### src/rtl/mp3dec_seq_pkg.sv
// Shared state encoding, irq bit positions and per-state output decode for the MP3 decoder sequencer.
package mp3dec_seq_pkg;

  typedef enum logic [2:0] {
    ST_IDLE  = 3'd0,
    ST_FRST  = 3'd1,
    ST_FWAIT = 3'd2,
    ST_DRST  = 3'd3,
    ST_RUN   = 3'd4,
    ST_PAUSE = 3'd5,
    ST_ERR   = 3'd6
  } state_t;

  localparam int IRQ_W    = 2;
  localparam int IRQ_DONE = 0;
  localparam int IRQ_ERR  = 1;

  // {busy, fifo_rst, dec_rst, dec_en} for the state being entered
  function automatic logic [3:0] outs_of(state_t s);
    case (s)
      ST_IDLE:  outs_of = 4'b0110;
      ST_FRST:  outs_of = 4'b1110;
      ST_FWAIT: outs_of = 4'b1010;
      ST_DRST:  outs_of = 4'b1010;
      ST_RUN:   outs_of = 4'b1001;
      ST_PAUSE: outs_of = 4'b1000;
      ST_ERR:   outs_of = 4'b0010;
      default:  outs_of = 4'b0110;
    endcase
  endfunction

endpackage

### src/rtl/mp3dec_seq_timer.sv
// Loadable saturating down-counter with zero flag, shared by the FIFO reset, decoder reset and timeout phases.
module mp3dec_seq_timer #(
  parameter int W = 10
) (
  input  logic         i_clk,
  input  logic         i_rst,
  input  logic         i_load,
  input  logic         i_dec,
  input  logic [W-1:0] i_val,
  output logic         o_zero
);

  localparam logic [W-1:0] ONE = 1;

  logic [W-1:0] r_cnt;

  always_ff @(posedge i_clk or posedge i_rst) begin
    if (i_rst)                      r_cnt <= '0;
    else if (i_load)                r_cnt <= i_val;
    else if (i_dec && r_cnt != '0)  r_cnt <= r_cnt - ONE;
  end

  assign o_zero = (r_cnt == '0);

endmodule

### src/rtl/mp3dec_seq.sv
// MP3 decoder start/stop sequencer: FIFO reset, reset-busy wait, decoder reset, run/pause flow control.
// Optional FWAIT timeout enabled by defining MP3DEC_SEQ_TIMEOUT_EN.
module mp3dec_seq
  import mp3dec_seq_pkg::*;
#(
  parameter int LW       = 10,
  parameter int FRST_CYC = 16,
  parameter int DRST_CYC = 4,
  parameter int TMO_CYC  = 1023
) (
  input  logic          Clk,
  input  logic          Rst,
  input  logic          start,
  input  logic          stop,
  input  logic          wrrst_busy,
  input  logic          rdrst_busy,
  input  logic [LW-1:0] ofifo_level,
  input  logic [LW-1:0] ofifo_hi,
  input  logic [LW-1:0] ofifo_lo,
  input  logic          invalid_format,
  output logic          fifo_rst,
  output logic          dec_rst,
  output logic          dec_en,
  output logic          busy,
  output logic [2:0]    state,
  output logic          done_irq,
  output logic          err_irq
);

  localparam int CMAX0 = (FRST_CYC > TMO_CYC) ? FRST_CYC : TMO_CYC;
  localparam int CMAX  = (CMAX0 > DRST_CYC) ? CMAX0 : DRST_CYC;
  localparam int TW    = $clog2(CMAX + 1);
  localparam logic [TW-1:0] FRST_LD = TW'(FRST_CYC - 1);
  localparam logic [TW-1:0] DRST_LD = TW'(DRST_CYC - 1);
`ifdef MP3DEC_SEQ_TIMEOUT_EN
  localparam logic [TW-1:0] TMO_LD  = TW'(TMO_CYC);
`endif

  state_t             r_st, w_nxt;
  logic               r_busy, r_fifo_rst, r_dec_rst, r_dec_en;
  logic [IRQ_W-1:0]   r_irq;
  logic               w_load, w_dec, w_zero, w_done, w_err;
  logic [TW-1:0]      w_ld_val;

  mp3dec_seq_timer #(.W(TW)) u_tmr (
    .i_clk (Clk),
    .i_rst (Rst),
    .i_load(w_load),
    .i_dec (w_dec),
    .i_val (w_ld_val),
    .o_zero(w_zero)
  );

  // Priority everywhere: stop > invalid_format > start > thresholds
  always_comb begin
    w_nxt    = r_st;
    w_load   = 1'b0;
    w_dec    = 1'b0;
    w_ld_val = '0;
    w_done   = 1'b0;
    w_err    = 1'b0;
    case (r_st)
      ST_IDLE: if (start && !stop) begin
        w_nxt = ST_FRST; w_load = 1'b1; w_ld_val = FRST_LD;
      end
      ST_FRST: begin
        if (stop) w_nxt = ST_IDLE;
        else if (w_zero) begin
          w_nxt = ST_FWAIT;
`ifdef MP3DEC_SEQ_TIMEOUT_EN
          w_load = 1'b1; w_ld_val = TMO_LD;
`endif
        end else w_dec = 1'b1;
      end
      ST_FWAIT: begin
        if (stop) w_nxt = ST_IDLE;
        else if (!wrrst_busy && !rdrst_busy) begin
          w_nxt = ST_DRST; w_load = 1'b1; w_ld_val = DRST_LD;
        end
`ifdef MP3DEC_SEQ_TIMEOUT_EN
        else if (w_zero) begin
          w_nxt = ST_ERR; w_err = 1'b1;
        end else w_dec = 1'b1;
`endif
      end
      ST_DRST: begin
        if (stop) w_nxt = ST_IDLE;
        else if (w_zero) w_nxt = ST_RUN;
        else w_dec = 1'b1;
      end
      ST_RUN: begin
        if (stop) begin w_nxt = ST_IDLE; w_done = 1'b1; end
        else if (invalid_format) begin w_nxt = ST_ERR; w_err = 1'b1; end
        else if (ofifo_level >= ofifo_hi) w_nxt = ST_PAUSE;
      end
      ST_PAUSE: begin
        if (stop) begin w_nxt = ST_IDLE; w_done = 1'b1; end
        else if (invalid_format) begin w_nxt = ST_ERR; w_err = 1'b1; end
        else if (ofifo_level <= ofifo_lo && ofifo_level < ofifo_hi) w_nxt = ST_RUN;
      end
      ST_ERR: begin
        if (stop) w_nxt = ST_IDLE;
        else if (start) begin
          w_nxt = ST_FRST; w_load = 1'b1; w_ld_val = FRST_LD;
        end
      end
      default: w_nxt = ST_IDLE;
    endcase
  end

  always_ff @(posedge Clk or posedge Rst) begin
    if (Rst) begin
      r_st       <= ST_IDLE;
      r_busy     <= 1'b0;
      r_fifo_rst <= 1'b1;
      r_dec_rst  <= 1'b1;
      r_dec_en   <= 1'b0;
      r_irq      <= '0;
    end else begin
      r_st <= w_nxt;
      {r_busy, r_fifo_rst, r_dec_rst, r_dec_en} <= outs_of(w_nxt);
      r_irq[IRQ_DONE] <= w_done;
      r_irq[IRQ_ERR]  <= w_err;
    end
  end

  assign state    = r_st;
  assign busy     = r_busy;
  assign fifo_rst = r_fifo_rst;
  assign dec_rst  = r_dec_rst;
  assign dec_en   = r_dec_en;
  assign done_irq = r_irq[IRQ_DONE];
  assign err_irq  = r_irq[IRQ_ERR];

endmodule

### config.mk
export PLATFORM = sky130hd
export DESIGN_NAME = mp3dec_seq
export DESIGN_NICKNAME = d
export VERILOG_FILES = /design/src/rtl/mp3dec_seq_pkg.sv /design/src/rtl/mp3dec_seq_timer.sv /design/src/rtl/mp3dec_seq.sv
export SDC_FILE = /design/constraint.sdc
export NUM_CORES = 1
export LEC_CHECK = 0
export ABC_AREA = 1
export CAP_MARGIN = 10
export CORE_MARGIN = 8
export CORE_UTILIZATION = 53
export CTS_CLUSTER_DIAMETER = 200
export CTS_CLUSTER_SIZE = 20
export DETAILED_ROUTE_END_ITERATION = 10
export PLACE_DENSITY = 0.9
export SYNTH_ARGS = -nofsm -noshare
export SYNTH_HDL_FRONTEND = slang
export SYNTH_HIERARCHICAL = 1
export SYNTH_SLANG_ARGS = --single-unit
### constraint.sdc
create_clock -name Clk -period 5.4 [get_ports Clk]
set_input_delay 0.81 -clock Clk [delete_from_list [all_inputs] [get_ports Clk]]
set_output_delay 0.81 -clock Clk [all_outputs]
set_load 0.05 [all_outputs]
==> run_results.csv, run 1 <==
group,metric,value,unit
clock_tree,ctsHtreeMaxLevel,1,
grt,grt_pass1_vias,1876,
grt,antenna_found_initial,0,
clock_tree,clock_latency,0.30,ns
worst_setup_path,max_stage_delay,0.86,ns
sta,hold_violations,0,
sta,skew,0.00444,ns
cells_and_area,antenna_cells,0,
cells_and_area,finalNetCount,386,
clock_tree,cts_tree,"built",
placement,place_area,0.00230,mm2
sta,setup_tns,0,ns
synthesis,yosys.area.top_type,"dfrtp_1",
floorplan,io_pins,46,
worst_setup_path,worstPathArrival,1.67,ns
drt,drt_first_pass_iters,4,
power_and_ir_drop,p_clk_share,9.8,%
cells_and_area,fillCellCount,255,
drt,wl_per_cell,12.5,um
placement,port_buffers,45,
floorplan,initial_core_util,54.3,%
synthesis,synth_area_leaders,"dfrtp_1 24%, nand2_1 18%, ha_1 15%, inv_1 11%, nand3_1 7.6%",
sta,slew-limit-headroom,64.0,%
synthesis,synth_top_area_share,23.8,%
placement,dpl.hpwl,3.78,mm
power_and_ir_drop,p_leak,1.29,nW
clock_tree,cts.sinks,19,
power_and_ir_drop,switching_power,0.000373,W
clock_tree,cts_resized,0,
sta,period_needed,2.48,ns
synthesis,syn_avg_cell_area,6.49,um2
floorplan,dieArea,0.00548,mm2
floorplan,rows,21,
grt,grt_max_degree,18,
cells_and_area,synthToLayoutAreaGrowth,30.6,%
sta,max_freq,403,MHz
placement,dp_cells,369,
worst_setup_path,critical_path.max_fanout,6,
sta,tightest_slew,0.539,ns
worst_setup_path,endpoint_kind,"primary output",
synthesis,synth_cell_types,28,
drt,vias,1886,
synthesis,yosysSeqAreaShare,26.8,%
sta,setup_violations,0,
worst_setup_path,cp_data_required_time,4.59,ns
run,drv_cap,0,
synthesis,synth_edf_count,0,
run_status,outcome,"completed",
clock_tree,ctsHoldBuffers,0,
worst_setup_path,cp.buffers_inverters,1,
power_and_ir_drop,p_total,0.000751,W
power_and_ir_drop,pwr-share-seq,32.6,%
floorplan,fp.dieW,74.0,um
floorplan,die_h,74.0,um
power_and_ir_drop,ir_drop,269,uV
power_and_ir_drop,internal-power,0.000378,W
clock_tree,root_buffer,"clkbuf_4",
synthesis,yosys_warnings,6,
placement,gp_congestion,0.933,
worst_setup_path,path_delay_family,"buffers and inverters",
grt,overflow,0,
grt,grt_pass1_wl,8.03,mm
power_and_ir_drop,swShare,49.7,%
worst_setup_path,worstPathCellList,"clkdlybuf4s50_1",
synthesis,ys.flop_type,"dfrtp_1",
drt,drt_iter0_markers,92,
synthesis,netlist_area,0.00178,mm2
worst_setup_path,critPathKind,"reg -> out",
floorplan,core_region_area,0.00328,mm2
sta,drv_slew,0,
worst_setup_path,cp_slowest_cell,"clkdlybuf4s50_1",
drt,routed_wl,4.67,mm
clock_tree,cts_made_buffers,3,
clock_tree,postCtsSetupRepairBufs,0,
clock_tree,clkTransAtPathRegs,0.11,ns
worst_hold_path,hp-class,"reg -> reg",
synthesis,ys_seq_elements,19,
drt,drc,0,
worst_setup_path,startpoint_type,"register",
cells_and_area,multi_input_area,0.00111,mm2
sta,grt_setup_unrepaired,"false",
synthesis,ys_async_sr_fraction,100,%
clock_tree,clock_path_buffers,2,
power_and_ir_drop,p_comb_share,57.6,%
cells_and_area,seq_area,478,um2
drt,via_per_inst,5.06,
sta,hold_slack,0.581,ns
cells_and_area,stdcell_area,0.00233,mm2
power_and_ir_drop,power_per_cell_area,322,mW/mm2
synthesis,synth_cells,275,
cells_and_area,drive_gt1_share,6.42,%
cells_and_area,fin_cells,373,
sta,period_share,45.9,%
drt,drtAntennaViolNets,0,
grt,grt_usage,18.1,%
-- cell families after synthesis --
logic type,count (synthesis),share of synthesized area (%)
adders and majority gates,21,14.7
and+or+nand+nor,161,39.9
other,1,0.210
AOI/OAI and AO/OA,16,6.03
DFF,19,26.8
xor gates and xnor gates,1,0.491
buffers and inverters,56,11.9
-- synthesized netlist by cell type (all sizes together) (2+ instances only) --
master	instances
dfrtp	17
nand3	27
o21bai	2
ha	21
nor2	33
a21oi	4
nand3b	2
nand2	89
dfstp	2
inv	54
o21ai	6
nand4	8
-- cells in the final DEF (no fill, tap or decap), drive strengths merged --
| cell type | instances |
|---|---|
| nor3 | 1 |
| a21o | 1 |
| o21ai | 6 |
| o2111ai | 1 |
| nand4 | 8 |
| inv | 54 |
| clkinv | 1 |
| clkdlybuf4s50 | 45 |
| o211ai | 1 |
| a21oi | 4 |
| dfstp | 2 |
| nor2 | 33 |
| nand3 | 27 |
| nand3b | 2 |
| clkbuf | 3 |
| xnor2 | 1 |
| o21bai | 2 |
| dfrtp | 17 |
| nand2 | 89 |
| a21boi | 1 |
| conb | 6 |
| and3 | 1 |
| ha | 21 |
-- flip-flops by register name, summed over array words and instances (netlist names) --
signal       count
u_tmr/r_cnt     10
fifo_rst         1
dec_en           1
busy             1
dec_rst          1
state            3
r_irq            2
-- power by group through the flow --
stage	logic (W)	registers, W	clock network, W
2_1_floorplan	0.000275	0.000270	0
3_3_place_gp	0.000408	0.000243	0
3_5_place_dp	0.000421	0.000244	0
4_1_cts	0.000426	0.000243	0.0000751
5_1_grt	0.000482	0.000251	0.0000804
6_report	0.000432	0.000245	0.0000736
-- through the flow --
step	setup WS, ns	util [%]
2_1_floorplan	3.40	-
3_3_place_gp	2.73	70.1
3_5_place_dp	2.66	70.1
4_1_cts	2.91	70.9
5_1_grt	2.77	70.9
6_report	2.92	70.9
-- final cells by class --
type                       count  share of cell area, %
clock buffer                   3                  0.967
multi-input combinational    205                   47.8
timing repair buffer          45                   19.3
clock inverter                 1                  0.215
tap                           46                   2.47
sequential                    19                   20.5
inverter                      54                   8.70
-- final timing paths --
path / startpoint / to / slack (ns) / cells past startpoint
hold / removal: u_tmr/r_cnt[8] / u_tmr/r_cnt[8] / 0.58 / 2
setup / recovery: state[0] / state[0] / 2.92 / 1
max in group asynchronous: Rst / u_tmr/r_cnt[9] / 4.29 / 2
setup reg to reg: u_tmr/r_cnt[0] / busy / 3.06 / 14
min in group asynchronous: Rst / busy / 0.78 / 2
hold reg to reg: u_tmr/r_cnt[8] / u_tmr/r_cnt[8] / 0.58 / 2
-- metal layers --
metal,wire length (um),GRT usage (%)
met1,1980,20.3
met2,2260,33.8
met3,349,3.10
met4,80,5.32
met5,0,0
Note: power is estimated with default switching activity, not from simulation.
==> run 2, diff against run 1 <==
--- a/config.mk
+++ b/config.mk
@@ -8,11 +8,11 @@
 export ABC_AREA = 1
 export CAP_MARGIN = 10
 export CORE_MARGIN = 8
-export CORE_UTILIZATION = 53
+export CORE_UTILIZATION = 45
 export CTS_CLUSTER_DIAMETER = 200
 export CTS_CLUSTER_SIZE = 20
 export DETAILED_ROUTE_END_ITERATION = 10
-export PLACE_DENSITY = 0.9
+export PLACE_DENSITY = 0.81
 export SYNTH_ARGS = -nofsm -noshare
 export SYNTH_HDL_FRONTEND = slang
 export SYNTH_HIERARCHICAL = 1
==> constraint.sdc (replaced) <==
create_clock -name Clk -period 2 [get_ports Clk]
set_input_delay 0.3 -clock Clk [delete_from_list [all_inputs] [get_ports Clk]]
set_output_delay 0.3 -clock Clk [all_outputs]
set_load 0.05 [all_outputs]
==> run_results.csv, run 2 (synthesis results as in run 1) <==
group,metric,value,unit
power_and_ir_drop,p_total,0.00221,W
cells_and_area,synthToLayoutAreaGrowth,37.9,%
clock_tree,cts_made_buffers,3,
drt,wl_per_cell,12.1,um
sta,setup_violations,0,
sta,max_freq,523,MHz
drt,drt_iter0_markers,83,
cells_and_area,final_cell_mix,"83 x nand2_1, 50 x inv_1, 45 x clkdlybuf4s50_1, 27 x nor2_1, 27 x nand3_1",
drt,routed_wl,4.69,mm
run,drv_cap,0,
placement,place_ws,-0.118,ns
floorplan,fp.dieW,79.0,um
worst_setup_path,r2r_slack,0.09,ns
grt,overflow,0,
floorplan,die_h,79.0,um
floorplan,rows,23,
drt,drtAntennaViolNets,0,
grt,antenna_found_initial,0,
floorplan,initial_core_util,45.6,%
run_status,outcome,"completed",
clock_tree,clock_latency,0.26,ns
floorplan,io_pins,46,
clock_tree,cts_tree,"built",
worst_setup_path,endpoint_kind,"register",
power_and_ir_drop,swShare,46.6,%
power_and_ir_drop,power_per_cell_area,896,mW/mm2
power_and_ir_drop,pwr-share-seq,29.3,%
power_and_ir_drop,internal-power,0.00118,W
worst_setup_path,cp_data_required_time,2.19,ns
sta,setup_tns,0,ns
worst_setup_path,critical_path.max_fanout,4,
cells_and_area,finalNetCount,397,
grt,grt_max_degree,18,
clock_tree,root_buffer,"clkbuf_8",
floorplan,core_region_area,0.00391,mm2
drt,vias,1885,
worst_setup_path,worstPathArrival,2.10,ns
grt,grt_pass1_vias,1884,
placement,dpl.hpwl,3.74,mm
sta,period_needed,1.91,ns
clock_tree,cts.sinks,19,
sta,tightest_slew,0.509,ns
power_and_ir_drop,p_clk_share,12.7,%
cells_and_area,largest_reg_flops,10,
worst_hold_path,hp-class,"in -> async",
clock_tree,clock_path_buffers,2,
worst_setup_path,startpoint_type,"register",
floorplan,dieArea,0.00624,mm2
cells_and_area,drive_gt1_share,10.9,%
power_and_ir_drop,p_leak,1.36,nW
drt,via_per_inst,4.86,
sta,period_share,95.7,%
drt,drt_first_pass_iters,6,
power_and_ir_drop,ir_drop,754,uV
clock_tree,clkTransAtPathRegs,0.08,ns
drt,drc,0,
cells_and_area,antenna_cells,0,
clock_tree,ctsHtreeMaxLevel,1,
sta,drv_slew,0,
placement,gp_congestion,0.912,
sta,slew-limit-headroom,66.0,%
cells_and_area,largest_register,"u_tmr/r_cnt",
power_and_ir_drop,p_comb_share,58.0,%
cells_and_area,final_common_cell,"nand2_1",
grt,grt_pass1_wl,8.13,mm
sta,hold_violations,0,
sta,skew,0.0107,ns
power_and_ir_drop,switching_power,0.00103,W
sta,fin_ws,0.0867,ns
placement,port_buffers,45,
grt,grt_usage,15.8,%
sta,hold_slack,0.328,ns
worst_setup_path,critPathKind,"reg -> reg",
==> run 2: cell type report <==
type | instances | area (um2)
Inverter | 54 | 205
Clock buffer | 3 | 41.3
Tap cell | 50 | 62.6
Fill cell | 368 | 1450
Clock inverter | 1 | 5.00
Sequential cell | 19 | 478
Timing Repair Buffer | 56 | 533
Multi-Input combinational cell | 205 | 1130
==> run 2: through the flow <==
step           area, um2  cells  util (%)
4_1_cts             2410    384      61.5
5_1_grt             2460    388      62.9
3_3_place_gp        2360    380      60.3
6_report            2460    388      62.9
2_1_floorplan       1800    280         -
3_5_place_dp        2360    380      60.3
==> run 2: power groups by stage <==
| stage | sequential, W | combinational, W | clock, W |
|---|---|---|---|
| 6_report | 0.000645 | 0.00128 | 0.000280 |
| 5_1_grt | 0.000662 | 0.00146 | 0.000298 |
| 4_1_cts | 0.000641 | 0.00122 | 0.000287 |
| 3_5_place_dp | 0.000643 | 0.00121 | 0 |
| 3_3_place_gp | 0.000644 | 0.00118 | 0 |
| 2_1_floorplan | 0.000728 | 0.000743 | 0 |
==> run 2: layer usage <==
metal,track usage [%],part of all wire (%)
met3,3.72,6.3
met4,4.63,0.66
met1,19.1,44
met2,27.0,49
met5,0,0
==> run 2: worst paths after layout <==
check                               start        endpoint  cells after the start
max                        u_tmr/r_cnt[0]            busy                     14
min                                   Rst            busy                      2
max reg2reg                u_tmr/r_cnt[0]            busy                     14
min reg2reg                u_tmr/r_cnt[8]  u_tmr/r_cnt[8]                      2
max in group asynchronous             Rst  u_tmr/r_cnt[2]                      2
min in group Clk           u_tmr/r_cnt[8]  u_tmr/r_cnt[8]                      2
==> run 2: critical path: stages (launching register included) <==
cell	delay, ns
dfrtp_1	0.41
inv_1	0.09
ha_2	0.18
nand2_2	0.08
nor2_4	0.13
nand2_4	0.08
inv_4	0.07
nor2_2	0.04
nand2_1	0.08
inv_1	0.06
nand2_1	0.07
nand2_2	0.08
nor3_4	0.20
nand2_2	0.11
o2111ai_2	0.17
==> run 2: timing repair <==
action                     4_1_cts  5_1_grt
hold buffers                     0        0
setup endpoints to repair        0       11
gates resized for setup          0        9
buffers inserted                 0        4
